===== config.mk =====
export PLATFORM = sky130hd
export DESIGN_NAME = apb_requester
export DESIGN_NICKNAME = d
export VERILOG_FILES = /design/src/rtl/apb_pkg.sv /design/src/rtl/apb_addr_decoder.sv /design/src/rtl/apb_requester.sv
export SDC_FILE = /design/constraint.sdc
export NUM_CORES = 1
export LEC_CHECK = 0
export BUFFER_PORTS_ARGS = -buffer_cell sky130_fd_sc_hd__buf_2
export CORE_ASPECT_RATIO = 0.5
export CORE_MARGIN = 10
export CORE_UTILIZATION = 47
export CTS_CLUSTER_SIZE = 25
export DETAILED_ROUTE_END_ITERATION = 12
export PLACE_DENSITY = 0.93
export RECOVER_POWER = 50
export SYNTH_ARGS = -nofsm -noshare
export SYNTH_HDL_FRONTEND = slang
export SYNTH_SLANG_ARGS = --single-unit

===== constraint.sdc =====
create_clock -name clk -period 4.15 [get_ports clk]
set_clock_uncertainty 0.15 [all_clocks]
set_input_delay 0.83 -clock clk [delete_from_list [all_inputs] [get_ports clk]]
set_output_delay 0.83 -clock clk [all_outputs]
set_load 0.03 [all_outputs]

===== src/rtl/apb_pkg.sv =====
// Shared APB definitions: requester FSM states, pprot bit positions and the
// data-width alignment helper used by the address decoder.
package apb_pkg;

  typedef enum logic [1:0] {
    IDLE,
    SETUP,
    ACCESS,
    RESP
  } apb_req_state_e;

  localparam int PPROT_PRIV  = 0;
  localparam int PPROT_NSEC  = 1;
  localparam int PPROT_INSTR = 2;

  // Low address bits that must be zero for an access of the full bus width.
  function automatic int unsigned align_mask(input int unsigned data_width);
    return (data_width / 8) - 1;
  endfunction

endpackage


===== src/rtl/apb_addr_decoder.sv =====
// Combinational APB address decode: completer index from the top address bits,
// one-hot select, and an error for out-of-range index or unaligned address.
module apb_addr_decoder
  import apb_pkg::*;
#(
  parameter int ADDR_WIDTH = 32,
  parameter int DATA_WIDTH = 32,
  parameter int NUM_SLAVES = 4,
  localparam int SEL_BITS  = (NUM_SLAVES > 1) ? $clog2(NUM_SLAVES) : 1
) (
  input  logic [ADDR_WIDTH-1:0] i_addr,
  output logic [SEL_BITS-1:0]   o_idx,
  output logic [NUM_SLAVES-1:0] o_sel,
  output logic                  o_decode_err
);

  localparam logic [ADDR_WIDTH-1:0] ALIGN_MASK = ADDR_WIDTH'(align_mask(DATA_WIDTH));

  logic w_unaligned;
  logic w_out_of_range;

  assign o_idx          = i_addr[ADDR_WIDTH-1 -: SEL_BITS];
  assign w_unaligned    = |(i_addr & ALIGN_MASK);
  assign w_out_of_range = (int'(o_idx) >= NUM_SLAVES);
  assign o_decode_err   = w_unaligned || w_out_of_range;

  for (genvar gi = 0; gi < NUM_SLAVES; gi++) begin : g_sel
    assign o_sel[gi] = !o_decode_err && (o_idx == SEL_BITS'(gi));
  end

endmodule


===== src/rtl/apb_requester.sv =====
// APB4 requester: one command at a time over a valid/ready channel, SETUP/ACCESS
// transfer to the decoded completer, response with decode/slave/timeout errors.
module apb_requester
  import apb_pkg::*;
#(
  parameter int ADDR_WIDTH     = 32,
  parameter int DATA_WIDTH     = 32,
  parameter int NUM_SLAVES     = 4,
  parameter int TIMEOUT_CYCLES = 16,
  localparam int SEL_BITS      = (NUM_SLAVES > 1) ? $clog2(NUM_SLAVES) : 1,
  localparam int STRB_WIDTH    = DATA_WIDTH / 8
) (
  input  logic                             clk,
  input  logic                             reset,
  input  logic                             cmd_valid,
  output logic                             cmd_ready,
  input  logic                             cmd_write,
  input  logic [ADDR_WIDTH-1:0]            cmd_addr,
  input  logic [DATA_WIDTH-1:0]            cmd_wdata,
  input  logic [STRB_WIDTH-1:0]            cmd_strb,
  input  logic [2:0]                       cmd_prot,
  output logic                             rsp_valid,
  input  logic                             rsp_ready,
  output logic [DATA_WIDTH-1:0]            rsp_rdata,
  output logic                             rsp_err,
  output logic                             rsp_timeout,
  output logic [NUM_SLAVES-1:0]            psel,
  output logic                             penable,
  output logic [ADDR_WIDTH-1:0]            paddr,
  output logic                             pwrite,
  output logic [DATA_WIDTH-1:0]            pwdata,
  output logic [STRB_WIDTH-1:0]            pstrb,
  output logic [2:0]                       pprot,
  input  logic [NUM_SLAVES-1:0]            pready,
  input  logic [NUM_SLAVES*DATA_WIDTH-1:0] prdata,
  input  logic [NUM_SLAVES-1:0]            pslverr
);

  localparam int CNT_BITS = (TIMEOUT_CYCLES > 0) ? $clog2(TIMEOUT_CYCLES + 1) : 1;
  localparam logic [CNT_BITS-1:0] CNT_LAST =
    CNT_BITS'((TIMEOUT_CYCLES > 0) ? TIMEOUT_CYCLES - 1 : 0);

  apb_req_state_e         r_state;
  logic                   r_cmd_ready;
  logic [NUM_SLAVES-1:0]  r_psel;
  logic                   r_penable;
  logic [ADDR_WIDTH-1:0]  r_paddr;
  logic                   r_pwrite;
  logic [DATA_WIDTH-1:0]  r_pwdata;
  logic [STRB_WIDTH-1:0]  r_pstrb;
  logic [2:0]             r_pprot;
  logic [SEL_BITS-1:0]    r_idx;
  logic [CNT_BITS-1:0]    r_wait_cnt;
  logic                   r_rsp_valid;
  logic [DATA_WIDTH-1:0]  r_rsp_rdata;
  logic                   r_rsp_err;
  logic                   r_rsp_timeout;

  logic [SEL_BITS-1:0]    w_idx;
  logic [NUM_SLAVES-1:0]  w_sel;
  logic                   w_decode_err;
  logic [DATA_WIDTH-1:0]  w_prdata_arr [NUM_SLAVES];
  logic                   w_sel_ready;
  logic                   w_sel_slverr;

  apb_addr_decoder #(
    .ADDR_WIDTH (ADDR_WIDTH),
    .DATA_WIDTH (DATA_WIDTH),
    .NUM_SLAVES (NUM_SLAVES)
  ) u_decoder (
    .i_addr       (cmd_addr),
    .o_idx        (w_idx),
    .o_sel        (w_sel),
    .o_decode_err (w_decode_err)
  );

  for (genvar gi = 0; gi < NUM_SLAVES; gi++) begin : g_prdata
    assign w_prdata_arr[gi] = prdata[gi*DATA_WIDTH +: DATA_WIDTH];
  end

  // Only the latched target's completer signals are ever looked at.
  assign w_sel_ready  = pready[r_idx];
  assign w_sel_slverr = pslverr[r_idx];

  always_ff @(posedge clk) begin
    if (reset) begin
      r_state       <= IDLE;
      r_cmd_ready   <= 1'b0;
      r_psel        <= '0;
      r_penable     <= 1'b0;
      r_paddr       <= '0;
      r_pwrite      <= 1'b0;
      r_pwdata      <= '0;
      r_pstrb       <= '0;
      r_pprot       <= '0;
      r_idx         <= '0;
      r_wait_cnt    <= '0;
      r_rsp_valid   <= 1'b0;
      r_rsp_rdata   <= '0;
      r_rsp_err     <= 1'b0;
      r_rsp_timeout <= 1'b0;
    end else begin
      case (r_state)
        IDLE: begin
          if (!r_cmd_ready) begin
            r_cmd_ready <= 1'b1;
          end else if (cmd_valid) begin
            r_cmd_ready <= 1'b0;
            if (w_decode_err) begin
              r_state       <= RESP;
              r_rsp_valid   <= 1'b1;
              r_rsp_err     <= 1'b1;
              r_rsp_timeout <= 1'b0;
              r_rsp_rdata   <= '0;
            end else begin
              r_state  <= SETUP;
              r_psel   <= w_sel;
              r_idx    <= w_idx;
              r_paddr  <= cmd_addr;
              r_pwrite <= cmd_write;
              r_pwdata <= cmd_write ? cmd_wdata : '0;
              r_pstrb  <= cmd_write ? cmd_strb : '0;
              r_pprot  <= cmd_prot;
            end
          end
        end
        SETUP: begin
          r_state    <= ACCESS;
          r_penable  <= 1'b1;
          r_wait_cnt <= '0;
        end
        ACCESS: begin
          // pready is tested first so a completion on the timeout edge is normal.
          if (w_sel_ready) begin
            r_state       <= RESP;
            r_psel        <= '0;
            r_penable     <= 1'b0;
            r_rsp_valid   <= 1'b1;
            r_rsp_err     <= w_sel_slverr;
            r_rsp_timeout <= 1'b0;
            r_rsp_rdata   <= (!r_pwrite && !w_sel_slverr) ? w_prdata_arr[r_idx] : '0;
          end else if ((TIMEOUT_CYCLES != 0) && (r_wait_cnt == CNT_LAST)) begin
            r_state       <= RESP;
            r_psel        <= '0;
            r_penable     <= 1'b0;
            r_rsp_valid   <= 1'b1;
            r_rsp_err     <= 1'b1;
            r_rsp_timeout <= 1'b1;
            r_rsp_rdata   <= '0;
          end else if (r_wait_cnt != '1) begin
            r_wait_cnt <= r_wait_cnt + 1'b1;
          end
        end
        RESP: begin
          if (rsp_ready) begin
            r_state       <= IDLE;
            r_cmd_ready   <= 1'b1;
            r_rsp_valid   <= 1'b0;
            r_rsp_err     <= 1'b0;
            r_rsp_timeout <= 1'b0;
            r_rsp_rdata   <= '0;
          end
        end
        default: r_state <= IDLE;
      endcase
    end
  end

  assign cmd_ready   = r_cmd_ready;
  assign rsp_valid   = r_rsp_valid;
  assign rsp_rdata   = r_rsp_rdata;
  assign rsp_err     = r_rsp_err;
  assign rsp_timeout = r_rsp_timeout;
  assign psel        = r_psel;
  assign penable     = r_penable;
  assign paddr       = r_paddr;
  assign pwrite      = r_pwrite;
  assign pwdata      = r_pwdata;
  assign pstrb       = r_pstrb;
  assign pprot       = r_pprot;

endmodule

==> key figures <==
Worst setup path
  – Crit Path Class: register to register
  – Slowest cell on crit path: o21a_1
  – CP arrival: 3.55 ns
  – CP max stage delay: 0.98 ns
  – WP buf/inv: 2
  – Cell family with most CP delay: compound AO/OA/AOI/OAI gates
  – Cell Chain, Critical Path: clkbuf_1 > mux4_2 > o21a_1 > buf_4 > a21oi_1 > a311oi_1
  – Reg-to-reg critical path startpoint: paddr[30]
  – WP data required: roughly 4.3 ns
  – Worst Setup End Kind: register
  – Critical Path Fanout Max: 34
  – CP Launch Type: register
  – Worst Setup SP: paddr[30]

STA
  – Final Critical Period: 3.42 ns
  – Max-slew violation count: 0
  – Tcrit/Tclk final: 82.4%
  – Worst slew pin tran: about 1.4 ns
  – Final hold violation count: 0
  – Setup TNS: 0 ns
  – RSZ-0062 raised after global routing: no
  – Finish-stage setup viols: 0
  – Fmax: approximately 0.3 GHz
  – Max-slew headroom: 5.65%
  – PnR worst setup slack: 0.730 ns
  – Hold slack: 0.299 ns

Place
  – DP Area: 6970 um2
  – Pre-CTS WS: 1.03 ns
  – Cell count after placement: 1054
  – Detail Placement HPWL: 15400 um
  – Buffers on Ports: 324
  – Gpl congestion: 0.890

GRT
  – GR Util met3: 8.28%
  – Overall Global Routing Usage: approximately a quarter
  – Largest net degree at the start of global routing: 90
  – Initial antenna violation count: 0
  – Met2 usage: 43.3%
  – Total grt overflow: 0
  – First-pass GRT wire length: slightly above 30000 um
  – Grt met1 use: approximately 25%
  – Global-route layer with the greatest usage: met2
  – Vias in the first global route: approximately 6000

Die
  – Die width: around 170 um
  – Rows: 27
  – I/O pin count: 325
  – Die footprint: 16100 um2
  – Starting Density: 48.1%
  – Die extent in y: between 90 and 100 um
  – Core area: 11000 um2

Synthesis
  – Mean Syn Cell Area: 8.37 um2
  – Synth cell types: 43
  – Yosys top cell area share: 45.5%
  – Cell accounting for the most synthesized area: dfxtp_1
  – Number of synthesized register bits: 120
  – Yosys warns: 0
  – Sequential fraction of the synthesis area: 45.5%
  – Post-synth net total: 851
  – Synth top area cells: dfxtp_1 (45%), a21oi_1 (11%), nand2_1 (8.2%)
  – Post-Synthesis Cell Area: ~5300 um2
  – Post-Synthesis Cells: approximately 630

Final layout
  – Diode count: 0
  – P&R area growth vs syn: 40.9%
  – Non-filler instance count after layout: 1086
  – Final-stage net count: 1148
  – Share of layout cells above drive strength 1: 28.6%
  – Final Util: 67.8%
  – Final Cell Area: around 7400 um2

Power
  – Leakage: 2.79 nW
  – Final Power: around 4.5 mW
  – Power per standard cell area: 609 nW/um2
  – Max VDD drop: between 0.3 and 0.4 mV

Clock network
  – Clk slew on worst S/H paths: around 0.060 ns
  – Clk_lat worst skew: 0.39 ns
  – Post-CTS Setup Repair Bufs: 0
  – TritonCTS clock tree: built
  – CTS H-tree depth: 4
  – CTS Sinks: 120
  – CTS max path bufs: 2
  – Hold buffers post-CTS: 0
  – Cts bufs inserted: 17
  – PostCTS Resize Cnt: 0
  – Root Buffer: clkbuf_16

Hold path
  – Hold Crit Start: pwdata[23]
  – Worst hold path type: register to register

Detailed routing
  – DRT iter0 DRCs: between 500 and 600
  – Post-Route WL: 20600 um
  – Via-to-Cell Ratio: between 5 and 6
  – Final ANT Viol Nets: 0
  – DR DRC count: 0
  – WL/cell: 18.9 um
  – Via count: around 6100
  – Initial DRT Pass Iterations: 5

Outcome
  – Status: finished, final reports clean

Run
  – Max-Cap Viols: 0
==> per-layer routing <==
layer	share of wire, %	wire length [um]
met1	37	7560
met2	53	10800
met3	8.7	1790
met4	2.0	407
met5	0	0
==> synthesized netlist by cell type <==
cell       instances
a21oi_1          120
dfxtp_1          120
nand2_1          115
a22oi_1           56
clkbuf_1          40
nand3_1           38
a311oi_1          31
buf_2             13
nand2b_1           9
nor2_1             9
ha_1               8
nor3_1             8
o21ai_0            8
inv_1              5
nor3_2             5
nand4b_1           4
a211oi_1           3
o21a_1             3
a21o_1             2
a221oi_1           2
and3_1             2
buf_6              2
mux4_2             2
nand4_1            2
nor3b_1            2
o2111ai_1          2
or2_2              2
or4bb_1            2
xnor2_1            2
buf_4              1
mux2_1             1
mux2_2             1
nand3b_1           1
nand3b_2           1
nor2b_1            1
nor4_1             1
nor4b_2            1
o211ai_1           1
o21ai_2            1
o22ai_1            1
or2_0              1
or3b_1             1
or4_1              1
==> final timing paths <==
path,endpoint,depth (start not counted),slack (ns)
hold reg to reg,pwdata[23],2,0.30
hold / removal,pwdata[23],2,0.30
setup / recovery,rsp_rdata[17],6,0.73
setup reg to reg,rsp_rdata[17],6,0.73
==> final cells by class <==
type	instances	area, um2
clock buffers	18	439
clock inverters	14	195
fillers	964	3540
inverters	5	18.8
multi-input cells	450	2650
flip-flops and latches	120	2400
well taps	145	181
repair buffers	334	1550
==> tightest hold or removal path: cells and delay by family, from the launching register on <==
family             cells  cell delay [ns]
and+or+nand+nor        1             0.05
DFF                    1             0.31
AOI/OAI and AO/OA      1             0.05
==> logic make-up after synthesis <==
| family | after synthesis | synth area share, % |
|---|---|---|
| AOI/OAI and AO/OA | 230 | 27.5 |
| xor gates and xnor gates | 2 | 0.332 |
| adders and majority gates | 8 | 1.89 |
| buffers and inverters | 61 | 5.00 |
| DFF | 120 | 45.5 |
| muxes | 4 | 1.28 |
| and+or+nand+nor | 206 | 18.6 |
==> flip-flops by register name, summed over array words and instances, names as in the netlist <==
register / cells
rsp_err: 1
r_wait_cnt: 5
pstrb: 4
pwdata: 32
rsp_valid: 1
rsp_rdata: 32
r_state: 2
cmd_ready: 1
paddr: 31
rsp_timeout: 1
psel: 4
penable: 1
r_idx: 1
pprot: 3
pwrite: 1
==> power by group <==
part / internal (mW) / leakage [nW] / total, mW / switching, mW
logic: 0.471 / 1.51 / 1.51 / 1.04
registers: 1.34 / 0.975 / 1.45 / 0.110
clock network: 1.03 / 0.299 / 1.57 / 0.540
==> cells in the final DEF (no fill, tap or decap), types with 5 or more instances in the layout <==
master,synthesis,routed
a22oi_1,56,56
nor3_1,8,9
nand2b_1,9,9
o21ai_0,8,8
dfxtp_1,120,120
a21oi_1,120,119
nor2_1,9,7
ha_1,8,8
buf_2,13,212
inv_1,5,5
nand3_1,38,38
buf_4,1,9
clkbuf_16,0,17
clkbuf_1,40,112
a311oi_1,31,31
nand2_1,115,115
Power figures use the tool's default switching activity.
